$ cat src/rtl/systolic_seq_if.sv
// Host-side control bundle of the systolic-array sequencer: start/busy/done,
// the load handshake with its memory strobes, array enables and C readout.
interface systolic_seq_if #(
  parameter int DIM     = 8,
  parameter int ROWBITS = $clog2(DIM),
  parameter int CNTBITS = $clog2(3*DIM)
);
  logic               start;
  logic               busy;
  logic               done;
  logic               ld_valid;
  logic               ld_ready;
  logic [ROWBITS-1:0] ld_row;
  logic               memA_WrEn;
  logic               memB_WrEn;
  logic               mem_en;
  logic               sa_en;
  logic               sa_clr;
  logic               c_valid;
  logic               c_ready;
  logic [ROWBITS-1:0] sa_Crow;
  logic [CNTBITS-1:0] cyc_cnt;

  // host side
  modport master (
    output start, ld_valid, c_ready,
    input  busy, done, ld_ready, ld_row, memA_WrEn, memB_WrEn,
           mem_en, sa_en, sa_clr, c_valid, sa_Crow, cyc_cnt
  );

  // sequencer side
  modport slave (
    input  start, ld_valid, c_ready,
    output busy, done, ld_ready, ld_row, memA_WrEn, memB_WrEn,
           mem_en, sa_en, sa_clr, c_valid, sa_Crow, cyc_cnt
  );
endinterface

$ cat src/rtl/systolic_seq.sv
// Control sequencer for one DIMxDIM systolic matrix-multiply pass:
// clear accumulators, load A rows, load B rows, run the fill/compute/drain
// window of 3*DIM-2 cycles, then hand C rows to the host.
module systolic_seq #(
  parameter int DIM     = 8,
  parameter int ROWBITS = $clog2(DIM),
  parameter int CNTBITS = $clog2(3*DIM)
) (
  input  logic          clk,
  input  logic          rst,
  systolic_seq_if.slave bus
);
  typedef enum logic [2:0] {
    S_IDLE, S_CLEAR, S_LOAD_A, S_LOAD_B, S_COMPUTE, S_DRAIN, S_DONE
  } state_t;

  localparam logic [ROWBITS-1:0] ROW_LAST = ROWBITS'(DIM-1);
  localparam logic [CNTBITS-1:0] CYC_LAST = CNTBITS'(3*DIM-3);

  state_t             r_state, w_nxt;
  logic [ROWBITS-1:0] r_row;
  logic [CNTBITS-1:0] r_cnt;

  logic w_load, w_beat, w_row_last, w_c_hs;

  assign w_load     = (r_state == S_LOAD_A) || (r_state == S_LOAD_B);
  assign w_beat     = w_load && bus.ld_valid;
  assign w_row_last = (r_row == ROW_LAST);
  assign w_c_hs     = (r_state == S_DRAIN) && bus.c_ready;

  // state register; reset abandons any pass in flight
  always_ff @(posedge clk) begin
    if (rst) r_state <= S_IDLE;
    else     r_state <= w_nxt;
  end

  // row counter shared by load and drain; cycle counter for the compute window
  always_ff @(posedge clk) begin
    if (rst) begin
      r_row <= '0;
      r_cnt <= '0;
    end else begin
      case (r_state)
        S_CLEAR: r_row <= '0;
        S_LOAD_A, S_LOAD_B: begin
          if (w_beat) r_row <= w_row_last ? '0 : r_row + 1'b1;
          if (w_beat && w_row_last && (r_state == S_LOAD_B)) r_cnt <= '0;
        end
        // last compute cycle holds the count so it stays visible afterwards
        S_COMPUTE: if (r_cnt != CYC_LAST) r_cnt <= r_cnt + 1'b1;
        S_DRAIN:   if (w_c_hs) r_row <= w_row_last ? '0 : r_row + 1'b1;
        default: ;
      endcase
    end
  end

  // next state and control outputs decoded from the current state
  always_comb begin
    w_nxt         = r_state;
    bus.busy      = (r_state != S_IDLE);
    bus.done      = 1'b0;
    bus.sa_clr    = 1'b0;
    bus.ld_ready  = w_load;
    bus.ld_row    = '0;
    bus.memA_WrEn = 1'b0;
    bus.memB_WrEn = 1'b0;
    bus.mem_en    = 1'b0;
    bus.sa_en     = 1'b0;
    bus.c_valid   = 1'b0;
    bus.sa_Crow   = '0;
    case (r_state)
      S_IDLE:  if (bus.start) w_nxt = S_CLEAR;
      S_CLEAR: begin
        bus.sa_clr = 1'b1;
        w_nxt      = S_LOAD_A;
      end
      S_LOAD_A: begin
        bus.ld_row    = r_row;
        bus.memA_WrEn = w_beat;
        if (w_beat && w_row_last) w_nxt = S_LOAD_B;
      end
      S_LOAD_B: begin
        bus.ld_row    = r_row;
        bus.memB_WrEn = w_beat;
        if (w_beat && w_row_last) w_nxt = S_COMPUTE;
      end
      S_COMPUTE: begin
        bus.mem_en = 1'b1;
        bus.sa_en  = 1'b1;
        if (r_cnt == CYC_LAST) w_nxt = S_DRAIN;
      end
      S_DRAIN: begin
        bus.c_valid = 1'b1;
        bus.sa_Crow = r_row;
        if (w_c_hs && w_row_last) w_nxt = S_DONE;
      end
      S_DONE: begin
        bus.done = 1'b1;
        w_nxt    = S_IDLE;
      end
      default: w_nxt = S_IDLE;
    endcase
  end

  assign bus.cyc_cnt = r_cnt;
endmodule

$ cat src/flat_wrapper.sv
// flat-port wrapper written by rule: the top's interface ports become plain ports
module systolic_seq_flat 
#(
  parameter int DIM     = 8,
  parameter int ROWBITS = $clog2(DIM),
  parameter int CNTBITS = $clog2(3*DIM)
)
  (clk, rst, bus_start, bus_ld_valid, bus_c_ready, bus_busy, bus_done, bus_ld_ready, bus_ld_row, bus_memA_WrEn, bus_memB_WrEn, bus_mem_en, bus_sa_en, bus_sa_clr, bus_c_valid, bus_sa_Crow, bus_cyc_cnt);
  systolic_seq_if #(.DIM(DIM), .ROWBITS(ROWBITS), .CNTBITS(CNTBITS)) bus_i ();
  input  logic clk;
  input  logic rst;
  input wire logic [$bits(bus_i.start)-1:0] bus_start;
  input wire logic [$bits(bus_i.ld_valid)-1:0] bus_ld_valid;
  input wire logic [$bits(bus_i.c_ready)-1:0] bus_c_ready;
  output wire logic [$bits(bus_i.busy)-1:0] bus_busy;
  output wire logic [$bits(bus_i.done)-1:0] bus_done;
  output wire logic [$bits(bus_i.ld_ready)-1:0] bus_ld_ready;
  output wire logic [$bits(bus_i.ld_row)-1:0] bus_ld_row;
  output wire logic [$bits(bus_i.memA_WrEn)-1:0] bus_memA_WrEn;
  output wire logic [$bits(bus_i.memB_WrEn)-1:0] bus_memB_WrEn;
  output wire logic [$bits(bus_i.mem_en)-1:0] bus_mem_en;
  output wire logic [$bits(bus_i.sa_en)-1:0] bus_sa_en;
  output wire logic [$bits(bus_i.sa_clr)-1:0] bus_sa_clr;
  output wire logic [$bits(bus_i.c_valid)-1:0] bus_c_valid;
  output wire logic [$bits(bus_i.sa_Crow)-1:0] bus_sa_Crow;
  output wire logic [$bits(bus_i.cyc_cnt)-1:0] bus_cyc_cnt;
  assign bus_i.start = bus_start;
  assign bus_i.ld_valid = bus_ld_valid;
  assign bus_i.c_ready = bus_c_ready;
  assign bus_busy = bus_i.busy;
  assign bus_done = bus_i.done;
  assign bus_ld_ready = bus_i.ld_ready;
  assign bus_ld_row = bus_i.ld_row;
  assign bus_memA_WrEn = bus_i.memA_WrEn;
  assign bus_memB_WrEn = bus_i.memB_WrEn;
  assign bus_mem_en = bus_i.mem_en;
  assign bus_sa_en = bus_i.sa_en;
  assign bus_sa_clr = bus_i.sa_clr;
  assign bus_c_valid = bus_i.c_valid;
  assign bus_sa_Crow = bus_i.sa_Crow;
  assign bus_cyc_cnt = bus_i.cyc_cnt;
  systolic_seq #(.DIM(DIM), .ROWBITS(ROWBITS), .CNTBITS(CNTBITS)) u_core (.clk(clk), .rst(rst), .bus(bus_i));
endmodule
$ cat config.mk
export PLATFORM = sky130hd
export DESIGN_NAME = systolic_seq_flat
export DESIGN_NICKNAME = d
export VERILOG_FILES = /design/src/rtl/systolic_seq_if.sv /design/src/rtl/systolic_seq.sv /design/src/flat_wrapper.sv
export SDC_FILE = /design/constraint.sdc
export NUM_CORES = 1
export LEC_CHECK = 0
export CORE_UTILIZATION = 30
export DETAILED_ROUTE_END_ITERATION = 12
export MAX_ROUTING_LAYER = met4
export SETUP_SLACK_MARGIN = 0.2
export SLEW_MARGIN = 25
export SYNTH_ARGS = -nofsm -noshare
export SYNTH_HDL_FRONTEND = slang
export SYNTH_SLANG_ARGS = --single-unit
$ cat constraint.sdc
create_clock -name clk -period 3.78 [get_ports clk]
set_input_delay 0.756 -clock clk [delete_from_list [all_inputs] [get_ports clk]]
set_output_delay 0.756 -clock clk [all_outputs]
set_load 0.02 [all_outputs]
[Yosys cells after proc, flatten, opt, wreduce, memory -nomap -nowiden]
Index checks and enable logic that the tools add are counted.
Operators by class
  add/subtract/negate cells: 2
  equal/unequal tests: 18
  muxes and demuxes: 21
  reductions and logical operators: 14
Operators with widths (number)
  3-bit two-way mux: 10
  3-bit one-hot mux with 6 select lines: 1
  3-bit == test (second input constant): 4
  2-bit by 1-bit inequality test with 1-bit output (second input constant): 6
  5-bit two-way mux: 2
  5-bit one-hot mux with 2 select lines: 1
  3-bit one-hot mux with 3 select lines: 1
  3-bit by 2-bit == test with 1-bit output (second input constant): 2
  1-bit two-way mux: 6
  2-bit inequality test (second input constant): 3
  3-bit AND reduction: 2
  3-bit nonzero test: 2
  5-bit by 1-bit adder with 5-bit output (second input constant): 1
  5-bit == test (second input constant): 1
  1-bit logical AND: 5
  5-bit inequality test (second input constant): 1
  5-bit AND reduction: 1
  3-bit by 1-bit adder with 3-bit output (second input constant): 1
  3-bit by 1-bit == test with 1-bit output (second input constant): 1
  3-bit logical NOT: 1
  2-bit nonzero test: 1
  2-bit OR reduction: 1
  1-bit logical OR: 1
Storage, ports and cells
  bits in registers: 11
  input bits: 5
  output and inout port bits: 20
  logic and storage cells: 58

[Longest topological paths before layout]
  depth after elaboration: 7
  mapped depth: 6
  depth with buffers taken out: 6

[Worst setup path before layout]
No wires, ideal clock.
  path kind: register to output
  from: register u_core.r_state[0]
  to: output bus_sa_clr
  arrival: 1.181 ns
  data required time: 3.024 ns
  path slack: 1.843 ns
  stages on the path, launching flop included: 3
  path buffers: 1
  cells stage by stage: dfxtp_1 clkbuf_1 nor3b_1
Between the ends
  longest elaborated chain between the ends: 2
RTL lines
  from (decl): RTL line systolic_seq.sv:20  | state_t r_state, w_nxt;
  from (signal assigned): RTL line systolic_seq.sv:34  | else r_state <= w_nxt;
  3-bit by 1-bit == test with 1-bit output: RTL line systolic_seq.sv:71  | case (r_state)
  1-bit two-way mux: RTL line systolic_seq.sv:71
  to (decl): RTL line flat_wrapper.sv:23  | output wire logic [$bits(bus_i.sa_clr)-1:0] bus_sa_clr;
No other way between the ends.

[Final worst setup path]
  from: register u_core.r_state[1]
  to: output bus_memB_WrEn
Between the ends
  longest elaborated chain between the ends: 4
  elaborated cells between the ends (all ways): 5
RTL lines
  3-bit by 2-bit == test with 1-bit output, on equally long branches: RTL line systolic_seq.sv:26, systolic_seq.sv:71
  1-bit logical OR: RTL line systolic_seq.sv:26  | assign w_load = (r_state == S_LOAD_A) || (r_state == S_LOAD_B);
  1-bit logical AND: RTL line systolic_seq.sv:27  | assign w_beat = w_load && bus.ld_valid;
  1-bit two-way mux (*): RTL line systolic_seq.sv:71
  to (decl): RTL line flat_wrapper.sv:20  | output wire logic [$bits(bus_i.memB_WrEn)-1:0] bus_memB_WrEn;
Mark *: on every way between the ends. The rest lies on a longest branch, timed or not.

==> run metrics <==
CTS tree done; pins over their slew limit 0; wire length per cell ~12 microns; setup bufs post-CTS 0; I/O Pins 25; fin area between 900 and 1000 sq um; total grt overflow 0; pre-CTS setup slack ~0.95 ns; Max VDD drop approximately 0.24 mV; worst skew pair latency 0.27 ns; Mapped Cells just under 90; WS Path Type reg -> out; Vias roughly 710; met2 usage in global routing between 20% and 30%; flops & latches, synth 11; M1 GR Usage roughly 19%; RSZ-0062 raised after global routing no; status finished, final reports clean; fin crit share 75.19%; initial antenna violation count 0; total number of yosys warnings 0; drt drc 0; commonest non-fill, non-tap cell in the layout clkdlybuf4s50_1; Finished Core Util 44.43%; Critical Path Fanout Max 13; clock buffer count from CTS 3; initial core utilization about a third; most frequent cells in the layout 24 x clkdlybuf4s50_1, 11 x dfxtp_1, 10 x a21oi_1; register area share after synthesis a little under a third; Tot Pwr around 260 uW; number of global-route vias before repair approximately 650; clock root cell clkbuf_4; # setup viols final 0; placed cell count ~140; Mapped Nets 98; first-pass GRT wire length between 2 and 3 mm; Post-Route WL 1.642 mm; post-synth cell types 34; fraction of layout cells with a size suffix above 1 around 7%; Fillers 248; R2R Setup Slk ~2.0 ns; GRT Max-Usage Layer met2; full die area roughly 2600 sq um; clock-pin slew on the worst setup and hold paths approximately 0.070 ns; R2R Path End u_core.bus.cyc_cnt[1]; mapped cell area slightly above 700 sq um; ANT nets after route 0; reg2reg start u_core.r_row[0]; Max-Cap Viols 0; Min Clock Period, post-route roughly 2.8 ns; DRT iter0 DRCs 7; Finished Layout Cells between 100 and 150; Post-DP HPWL around 1.2 mm; Rows 17; hold crit path type reg -> reg; Syn-to-layout area delta 38.88%; worst path arrival time between 2 and 2.5 ns; DP Area 965.9 sq um; # diodes 0; Pre-antenna DRT Iters 5; grt met3 use under 10%; hold path start u_core.r_row[1]; Worst Setup End Kind output port; worst path required time 3.02 ns; crit path launch u_core.r_state[1]; critical path capture point bus_memB_WrEn; final hold violation count 0; GRT Overall Usage 15.19%; largest net degree at the start of global routing 17; Mapped Avg Cell Area about 8.0 sq um; port bufs 24; Die X 50.80 microns; Max clock buf depth 2; fin worst setup slack between 0.9 and 1 ns; worst-margin pin slew about 0.46 ns; Fin Clk Skew approximately 0.0012 ns; clk sinks 11; # nets final 122; Power Dens Cells ~260 nW/um^2; CTS H-Tree Depth 1; worst-case reg-to-reg path depth 6; TNS Setup 0 ns; f_max roughly 0.35 GHz; hold bufs inserted after CTS 0; Pleak about 0.41 nW; CTS resizes 0; Die Height roughly 51 microns; WHS a little over 0.5 ns; GPL Wtd Cong approximately 0.80; Worst setup SP type register; DR vias/cell around 5.1; core area between 2000 and 2500 sq um; Slew headroom between 60% and 70%
==> where the power goes <==
group	total, mW	switching [mW]	internal (mW)
combinational	0.0528	0.0266	0.0263
sequential	0.130	0.0105	0.119
clock	0.0804	0.0396	0.0408
==> layout make-up <==
| cell class | count | area, sq um | area share [%] |
|---|---|---|---|
| clock buffer | 4 | 26.28 | 2.648 |
| inverter | 5 | 18.77 | 1.892 |
| multi-input combinational | 68 | 451.7 | 45.52 |
| sequential | 11 | 220.2 | 22.19 |
| tap | 28 | 35.03 | 3.531 |
| timing repair buffer | 24 | 240.2 | 24.21 |
==> synthesized netlist by cell type <==
library cell / count / share of area [%]
mux2i_1: 3 / 4.2
buf_2: 1 / 0.70
inv_2: 1 / 0.52
nand3_1: 3 / 2.1
clkbuf_1: 2 / 1.1
xor2_1: 1 / 1.2
nor2b_1: 1 / 0.88
nand2_1: 6 / 3.2
inv_1: 4 / 2.1
buf_4: 1 / 1.1
or3b_1: 1 / 1.2
nor3_1: 1 / 0.70
nand4b_2: 1 / 2.1
o22ai_2: 1 / 1.8
a21oi_1: 10 / 7.0
and2_1: 3 / 2.6
buf_1: 1 / 0.52
nand2b_1: 1 / 0.88
ha_1: 4 / 7.0
a21o_1: 1 / 1.1
o21ai_0: 4 / 2.8
a211oi_1: 2 / 2.1
or3_1: 4 / 3.5
a21boi_0: 1 / 1.1
dfxtp_1: 11 / 31
or4_1: 1 / 1.1
nor3b_2: 1 / 1.8
nor3b_1: 1 / 1.1
o221ai_1: 1 / 1.2
nor2_1: 7 / 3.7
a22oi_2: 1 / 1.8
o21a_1: 1 / 1.1
and3_1: 6 / 5.3
nand3b_1: 1 / 1.1
==> worst min-delay path by stage <==
| stage | end | slack [ns] | cells after the start |
|---|---|---|---|
| after floorplan | u_core.r_row[1] | 0.47 | 2 |
| after global placement | u_core.bus.cyc_cnt[3] | 0.50 | 2 |
| after detailed placement | u_core.bus.cyc_cnt[4] | 0.51 | 2 |
| after CTS | u_core.bus.cyc_cnt[4] | 0.52 | 2 |
| after global routing | u_core.bus.cyc_cnt[4] | 0.55 | 2 |
| final | u_core.r_row[1] | 0.52 | 2 |
==> critical path: stages (launching register included) <==
cell and delay, ns:
dfxtp_1 0.60, nand2b_1 0.25, inv_2 0.20, and3_1 0.17, clkdlybuf4s50_1 0.60
==> registers in the layout, indices dropped and copies added, names as in the netlist <==
register	cells
u_core.r_row	3
u_core.bus.cyc_cnt	5
u_core.r_state	3
==> logic make-up (layout without fill, tap and decap cells) <==
group           Yosys count  after routing  synth area share (%)
buf+inv                  10             33                 5.953
fa+ha+maj                 4              4                 7.006
flops                    11             11                 30.82
compound gates           22             22                 19.79
simple gates             38             38                 31.00
xor+xnor                  1              1                 1.226
mux                       3              3                 4.203
==> routing by layer <==
metal,routed length [microns],vias to the layer above
li1,-,364
met1,761,334
met2,818,13
met3,62,0
met4,0,0
met5,0,-
Power figures use the tool's default switching activity.
